File: src/rtl/pong_ball_engine.sv
// pong_ball_engine: per-frame Pong game logic sitting just upstream of the
// pixel colour mux. Produces a registered ball-pixel flag for the current scan
// position, plus ball position, scores and game state.
// Optional build macro: PONG_SPEEDUP_EN. When defined, a per-rally speed
// register grows by one on each paddle hit, up to twice the base speed. When
// undefined, the ball always moves at the constant SPEED.
module pong_ball_engine #(
  parameter int H_ACTIVE    = 640,
  parameter int V_ACTIVE    = 480,
  parameter int BALL_SIZE   = 8,
  parameter int PADDLE_W    = 8,
  parameter int PADDLE_H    = 64,
  parameter int PADDLE_XL   = 16,
  parameter int PADDLE_XR   = 616,
  parameter int SPEED       = 2,
  parameter int WIN_SCORE   = 9,
  parameter int HOLD_FRAMES = 60
) (
  input  logic       CLOCK_50,
  input  logic       reset,
  input  logic [9:0] row,
  input  logic [9:0] col,
  input  logic       blank,
  input  logic       serve,
  input  logic [9:0] paddle_l_y,
  input  logic [9:0] paddle_r_y,
  output logic [9:0] ball_x,
  output logic [9:0] ball_y,
  output logic       ball_pixel,
  output logic [3:0] score_l,
  output logic [3:0] score_r,
  output logic [1:0] game_state,
  output logic       point_pulse
);

  typedef enum logic [1:0] {
    S_IDLE   = 2'd0,
    S_PLAY   = 2'd1,
    S_SCORED = 2'd2,
    S_OVER   = 2'd3
  } state_t;

  localparam int HOLD_W = $clog2(HOLD_FRAMES + 1);

  // All motion arithmetic is done on 11 bits so that subtraction never wraps.
  localparam logic [10:0] BALL_C  = 11'(BALL_SIZE);
  localparam logic [10:0] PH_C    = 11'(PADDLE_H);
  localparam logic [10:0] L_FACE  = 11'(PADDLE_XL + PADDLE_W);
  localparam logic [10:0] XR_C    = 11'(PADDLE_XR);
  localparam logic [10:0] R_FACE  = 11'(PADDLE_XR - BALL_SIZE);
  localparam logic [10:0] X_MAX   = 11'(H_ACTIVE - BALL_SIZE);
  localparam logic [10:0] Y_MAX   = 11'(V_ACTIVE - BALL_SIZE);
  localparam logic [10:0] SPEED_C = 11'(SPEED);
  localparam logic [9:0]  X_CTR   = 10'((H_ACTIVE - BALL_SIZE) / 2);
  localparam logic [9:0]  Y_CTR   = 10'((V_ACTIVE - BALL_SIZE) / 2);
  localparam logic [9:0]  VACT_R  = 10'(V_ACTIVE);
  localparam logic [3:0]  WIN_C   = 4'(WIN_SCORE);
  localparam logic [HOLD_W-1:0] HOLD_LAST = HOLD_W'(HOLD_FRAMES - 1);
  localparam logic [HOLD_W-1:0] HOLD_ONE  = HOLD_W'(1);
  localparam logic [HOLD_W-1:0] HOLD_ZERO = HOLD_W'(0);

  state_t            state_q, state_d;
  logic [9:0]        row_q;
  logic [9:0]        ball_x_q, ball_x_d;
  logic [9:0]        ball_y_q, ball_y_d;
  logic              dx_right_q, dx_right_d;
  logic              dy_down_q, dy_down_d;
  logic [3:0]        score_l_q, score_l_d;
  logic [3:0]        score_r_q, score_r_d;
  logic [HOLD_W-1:0] hold_q, hold_d;
  logic              pixel_q, pixel_d;
  logic              pulse_q, pulse_d;

  logic              tick_s;
  logic [10:0]       spd_s;
  logic [10:0]       x_s, y_s, pl_s, pr_s, col_s, row_s;
  logic              hit_l_s, hit_r_s;

  assign tick_s = (row == VACT_R) && (row_q != VACT_R);

  assign x_s   = {1'b0, ball_x_q};
  assign y_s   = {1'b0, ball_y_q};
  assign pl_s  = {1'b0, paddle_l_y};
  assign pr_s  = {1'b0, paddle_r_y};
  assign col_s = {1'b0, col};
  assign row_s = {1'b0, row};

  // Contact tests use the ball row before this tick's vertical move and the
  // paddle row sampled on this tick.
  assign hit_l_s = (x_s <= L_FACE + spd_s) && (x_s >= L_FACE) &&
                   (y_s + BALL_C > pl_s) && (y_s < pl_s + PH_C);
  assign hit_r_s = (x_s + spd_s + BALL_C >= XR_C) && (x_s + BALL_C <= XR_C) &&
                   (y_s + BALL_C > pr_s) && (y_s < pr_s + PH_C);

`ifdef PONG_SPEEDUP_EN
  localparam logic [10:0] SPEED_MAX = 11'(2 * SPEED);
  logic [10:0] speed_q, speed_d;
  logic        paddle_hit_s, enter_idle_s;

  assign paddle_hit_s = tick_s && (state_q == S_PLAY) && (dx_right_q ? hit_r_s : hit_l_s);
  assign enter_idle_s = (state_d == S_IDLE) && (state_q != S_IDLE);

  // Rally speed: reload at the start of each rally, grow on each paddle hit up to the cap.
  always_comb begin
    speed_d = speed_q;
    if (enter_idle_s) begin
      speed_d = SPEED_C;
    end else if (paddle_hit_s && (speed_q < SPEED_MAX)) begin
      speed_d = speed_q + 11'd1;
    end else begin
      speed_d = speed_q;
    end
  end

  // Rally speed register.
  always_ff @(posedge CLOCK_50 or posedge reset) begin
    if (reset) begin
      speed_q <= SPEED_C;
    end else begin
      speed_q <= speed_d;
    end
  end

  assign spd_s = speed_q;
`else
  assign spd_s = SPEED_C;
`endif

  // Ball coverage of the current scan position, registered for one cycle of latency.
  always_comb begin
    pixel_d = 1'b0;
    if (!blank && (col_s >= x_s) && (col_s < x_s + BALL_C) &&
        (row_s >= y_s) && (row_s < y_s + BALL_C)) begin
      pixel_d = 1'b1;
    end else begin
      pixel_d = 1'b0;
    end
  end

  // Game FSM next state: motion, bounces, scoring and serve, evaluated once per frame tick.
  always_comb begin
    state_d    = state_q;
    ball_x_d   = ball_x_q;
    ball_y_d   = ball_y_q;
    dx_right_d = dx_right_q;
    dy_down_d  = dy_down_q;
    score_l_d  = score_l_q;
    score_r_d  = score_r_q;
    hold_d     = hold_q;
    pulse_d    = 1'b0;
    if (tick_s) begin
      case (state_q)
        S_IDLE: begin
          ball_x_d = X_CTR;
          ball_y_d = Y_CTR;
          // dx is left as it was: it still points at whoever lost the last point.
          if (serve) begin
            state_d   = S_PLAY;
            dy_down_d = 1'b1;
          end else begin
            state_d = S_IDLE;
          end
        end
        S_PLAY: begin
          if (!dy_down_q) begin
            if (y_s < spd_s) begin
              ball_y_d  = 10'd0;
              dy_down_d = 1'b1;
            end else begin
              ball_y_d = 10'(y_s - spd_s);
            end
          end else begin
            if (y_s + spd_s > Y_MAX) begin
              ball_y_d  = 10'(Y_MAX);
              dy_down_d = 1'b0;
            end else begin
              ball_y_d = 10'(y_s + spd_s);
            end
          end
          if (!dx_right_q) begin
            if (hit_l_s) begin
              ball_x_d   = 10'(L_FACE);
              dx_right_d = 1'b1;
            end else if (x_s < spd_s) begin
              if (score_r_q < WIN_C) begin
                score_r_d = score_r_q + 4'd1;
              end else begin
                score_r_d = score_r_q;
              end
              pulse_d = 1'b1;
              hold_d  = HOLD_ZERO;
              state_d = S_SCORED;
            end else begin
              ball_x_d = 10'(x_s - spd_s);
            end
          end else begin
            if (hit_r_s) begin
              ball_x_d   = 10'(R_FACE);
              dx_right_d = 1'b0;
            end else if (x_s + spd_s > X_MAX) begin
              if (score_l_q < WIN_C) begin
                score_l_d = score_l_q + 4'd1;
              end else begin
                score_l_d = score_l_q;
              end
              pulse_d = 1'b1;
              hold_d  = HOLD_ZERO;
              state_d = S_SCORED;
            end else begin
              ball_x_d = 10'(x_s + spd_s);
            end
          end
        end
        S_SCORED: begin
          if (hold_q == HOLD_LAST) begin
            hold_d   = HOLD_ZERO;
            ball_x_d = X_CTR;
            ball_y_d = Y_CTR;
            if ((score_l_q == WIN_C) || (score_r_q == WIN_C)) begin
              state_d = S_OVER;
            end else begin
              state_d = S_IDLE;
            end
          end else begin
            hold_d = hold_q + HOLD_ONE;
          end
        end
        S_OVER: begin
          if (serve) begin
            score_l_d  = 4'd0;
            score_r_d  = 4'd0;
            ball_x_d   = X_CTR;
            ball_y_d   = Y_CTR;
            dx_right_d = 1'b1;
            state_d    = S_IDLE;
          end else begin
            state_d = S_OVER;
          end
        end
        default: begin
          state_d = S_IDLE;
        end
      endcase
    end else begin
      state_d = state_q;
    end
  end

  // State, position, score, scan-row history and output registers.
  always_ff @(posedge CLOCK_50 or posedge reset) begin
    if (reset) begin
      row_q      <= 10'd0;
      state_q    <= S_IDLE;
      ball_x_q   <= X_CTR;
      ball_y_q   <= Y_CTR;
      dx_right_q <= 1'b1;
      dy_down_q  <= 1'b1;
      score_l_q  <= 4'd0;
      score_r_q  <= 4'd0;
      hold_q     <= HOLD_ZERO;
      pixel_q    <= 1'b0;
      pulse_q    <= 1'b0;
    end else begin
      row_q      <= row;
      state_q    <= state_d;
      ball_x_q   <= ball_x_d;
      ball_y_q   <= ball_y_d;
      dx_right_q <= dx_right_d;
      dy_down_q  <= dy_down_d;
      score_l_q  <= score_l_d;
      score_r_q  <= score_r_d;
      hold_q     <= hold_d;
      pixel_q    <= pixel_d;
      pulse_q    <= pulse_d;
    end
  end

  assign ball_x      = ball_x_q;
  assign ball_y      = ball_y_q;
  assign ball_pixel  = pixel_q;
  assign score_l     = score_l_q;
  assign score_r     = score_r_q;
  assign game_state  = state_q;
  assign point_pulse = pulse_q;

endmodule

File: config.mk
export PLATFORM = sky130hd
export DESIGN_NAME = pong_ball_engine
export DESIGN_NICKNAME = d
export VERILOG_FILES = /design/src/rtl/pong_ball_engine.sv
export SDC_FILE = /design/constraint.sdc
export NUM_CORES = 1
export LEC_CHECK = 0
export CAP_MARGIN = 20
export CELL_PAD_IN_SITES_DETAIL_PLACEMENT = 1
export CELL_PAD_IN_SITES_GLOBAL_PLACEMENT = 1
export CORE_AREA = 4 4 115 128
export CTS_CLUSTER_DIAMETER = 150
export DETAILED_ROUTE_END_ITERATION = 7
export DIE_AREA = 0 0 119 132
export PLACE_DENSITY_LB_ADDON = 0.12
export SETUP_SLACK_MARGIN = 0.15
export SLEW_MARGIN = 20
export SYNTH_ARGS = -nofsm -noshare
export SYNTH_HDL_FRONTEND = slang
export SYNTH_SLANG_ARGS = --single-unit
File: constraint.sdc
create_clock -name CLOCK_50 -period 4.52 [get_ports CLOCK_50]
set_input_delay 0.452 -clock CLOCK_50 [delete_from_list [all_inputs] [get_ports CLOCK_50]]
set_output_delay 0.452 -clock CLOCK_50 [all_outputs]
set_load 0.05 [all_outputs]
==> impl_metrics.env <==
export IMPL_highest_layer="met4"
export IMPL_worst_setup_path_end_kind="flop"
export IMPL_rsz0062_at_grt="no"
export IMPL_fp_dieArea_um2=15700
export IMPL_startpoint_type="flop"
export IMPL_dp_hpwl_um=13200
export IMPL_hold_viol_final=0
export IMPL_floorplan_core_area_um2=13600
export IMPL_p_int_uw=824
export IMPL_cts_clk_slew_worst_paths_ns=0.07
export IMPL_cp_data_arrival_time_ns=4.21
export IMPL_die_h_um=132
export IMPL_yosysSeqAreaShare_pct=23.0
export IMPL_power_mw=1.07
export IMPL_fin_area_um2=6350
export IMPL_hp_class="flop to flop"
export IMPL_wl_met2_um=8890
export IMPL_cp_required_ns=4.71
export IMPL_synthMuxAreaShare_pct=1.35
export IMPL_postCtsHoldBufs=0
export IMPL_yosysUniqueCellTypes=77
export IMPL_grt_pass1_wl_um=27900
export IMPL_syn_inst=641
export IMPL_drtAntennaViolNets=0
export IMPL_yosys_warnings=0
export IMPL_cts_root_buf="clkbuf_16"
export IMPL_grt_pass1_vias=5445
export IMPL_portBuffers=72
export IMPL_grt_max_degree=49
export IMPL_switchingPower_uw=247
export IMPL_syn_area_um2=5300
export IMPL_place_congestion=0.875
export IMPL_fin_ws_ns=0.497
export IMPL_worstSkewPairLatency_ns=0.29
export IMPL_p_comb_share_pct=13.8
export IMPL_nets=828
export IMPL_relSlewSlack_pct=41.9
export IMPL_criticalPathCategory="flop to flop"
export IMPL_synth_simple_area_share_pct=20.8
export IMPL_maxCapViolCount=0
export IMPL_wl_per_cell_um=18.8
export IMPL_skew_ns=0.00865
export IMPL_die_x_um=119
export IMPL_antennaDiodeCount=0
export IMPL_cts_buffer_depth=2
export IMPL_clkSinkCount=48
export IMPL_wl_met3_um=624
export IMPL_avgSynthCellArea_um2=8.26
export IMPL_grtUsageTotal_pct=21.4
export IMPL_cts_tree="done"
export IMPL_synth_top_family_by_area="compound AO/OA/AOI/OAI gates"
export IMPL_fin_tns_setup_ns=0
export IMPL_avgViaCountPerCell=5.76
export IMPL_synth_compound_area_share_pct=22.9
export IMPL_drc_errors=0
export IMPL_max_vdd_ir_drop_mv=0.144
export IMPL_synth_xor_area_share_pct=4.30
export IMPL_synth_top_cell_area_share_pct=19.8
export IMPL_syn2layout_area_growth_pct=19.9
export IMPL_clockPowerShare_pct=45.4
export IMPL_cts_inserted_buffers=5
export IMPL_htree_levels=2
export IMPL_leakage_nw=2.64
export IMPL_synthArstFlopShare_pct=100
export IMPL_synthAdderAreaFrac_pct=19.8
export IMPL_tightest_slew_ns=0.871
export IMPL_pre_cts_ws_ns=0.427
export IMPL_ys_ff_latch=48
export IMPL_cts_setup_buffers=0
export IMPL_met1Wirelength_um=6920
export IMPL_setup_viol=0
export IMPL_placed_area_um2=6130
export IMPL_ys_flop_type="dfrtp_1"
export IMPL_final_cell_mix="ha_1, clkdlybuf4s50_1, inv_1"
export IMPL_critPathMaxFanout=15
export IMPL_synth_area_leaders="ha_1, dfrtp_1, dfstp_2"
export IMPL_ios=76
export IMPL_wl_um=16700
export IMPL_post_cts_resized=0
export IMPL_initial_core_util_pct=39.0
export IMPL_vias=5120
export IMPL_grt_overflow=0
export IMPL_outcome="complete, no violations"
export IMPL_num_fill_cells=1624
export IMPL_final_common_cell="ha_1"
export IMPL_max_freq_mhz=249
export IMPL_dr_pass1_iters=4
export IMPL_period_share_pct=89.0
export IMPL_power_frac_seq_pct=40.8
export IMPL_layout_drive_gt1_share_pct=6.70
export IMPL_synth_edff_count=0
export IMPL_slew_violations=0
export IMPL_period_needed_ns=4.02
export IMPL_swShare_pct=23.1
export IMPL_antenna_found_initial=0
export IMPL_drt_initial_drc_count=210
export IMPL_power_density_nw_per_um2=169
export IMPL_synth_top_area_cell="ha_1"
export IMPL_num_rows=45
[cell usage after synthesis (4+ instances only)]
cell	instances
dfrtp_1	36
o21a_1	4
and4_1	5
nand3_1	29
nor4_1	9
clkbuf_1	7
nor2_1	35
o31ai_1	6
inv_1	63
nand4_1	14
o211ai_1	9
nor3_1	17
mux2i_1	6
a21o_1	6
a211oi_1	9
and3_1	4
dfstp_2	12
buf_4	5
o21ai_0	35
a22oi_1	4
or3_1	4
nand2b_1	11
a31oi_1	10
xnor2_1	22
and2_1	4
o21ai_1	7
a21oi_1	34
xor2_1	4
ha_1	84
nor2b_1	8
nand2_1	51
buf_6	4
buf_2	12
[flip-flops by register name, indices dropped and copies added (netlist names)]
name and flops:
score_l 4, dy_down_q 1, ball_pixel 1, ball_x 9
game_state 2, row_q 10, hold_q 6, point_pulse 1
ball_y 9, dx_right_q 1, score_r 4
[final timing paths]
kind | startpoint | to | slack (ns) | cells past startpoint
max in group asynchronous | reset | game_state[1] | 3.37 | 2
max reg2reg | ball_y[3] | ball_x[1] | 0.50 | 13
min | hold_q[5] | hold_q[5] | 0.50 | 1
min reg2reg | hold_q[5] | hold_q[5] | 0.50 | 1
min in group asynchronous | reset | score_r[1] | 0.64 | 2
max | ball_y[3] | ball_x[1] | 0.50 | 13
[through the flow]
step / hold WS, ns / instances / util [%]
final: 0.496 / 889 / 46.8
after global routing: 0.521 / 889 / 46.8
after CTS: 0.497 / 887 / 46.6
after detailed placement: 0.483 / 879 / 45.2
after global placement: 0.471 / 879 / 45.2
after floorplan: 0.449 / 642 / -
[layer usage]
layer  GRT usage, %  vias up
li1               -     2466
met1           25.7     2521
met5              0        -
met3           3.78       24
met4           4.83        0
met2           39.5      109
[cell families after synthesis]
| logic type | Yosys count |
|---|---|
| DFF | 48 |
| AOI/OAI and AO/OA | 172 |
| xor gates and xnor gates | 26 |
| adders and majority gates | 84 |
| other | 1 |
| buffers and inverters | 93 |
| muxes | 7 |
| and+or+nand+nor | 210 |
[power by group through the flow]
stage / logic (mW) / registers [mW] / clock network (mW)
after floorplan: 0.0774 / 0.444 / 0
after global placement: 0.142 / 0.444 / 0
after detailed placement: 0.149 / 0.444 / 0
after CTS: 0.151 / 0.437 / 0.491
after global routing: 0.168 / 0.437 / 0.516
final: 0.148 / 0.437 / 0.486
[critical path, cell delays in order (launching register included)]
cell	delay (ns)
dfstp_2	0.74
ha_1	0.37
nand3_1	0.13
xnor2_1	0.35
ha_1	0.23
nand4_1	0.13
or4_1	0.56
a21boi_1	0.19
o22ai_2	0.18
a2bb2oi_4	0.29
a31oi_4	0.13
buf_12	0.20
and2_1	0.18
a31o_1	0.22
[cell type report]
class	count	area [um2]	area share, %
Clock inverter	2	60.1	0.945
Multi-Input combinational cell	501	3680	57.9
Sequential cell	48	1220	19.1
Clock buffer	6	129	2.03
Inverter	65	245	3.86
Tap cell	188	235	3.70
Timing Repair Buffer	79	786	12.4
(Power assumes the default switching activity.)
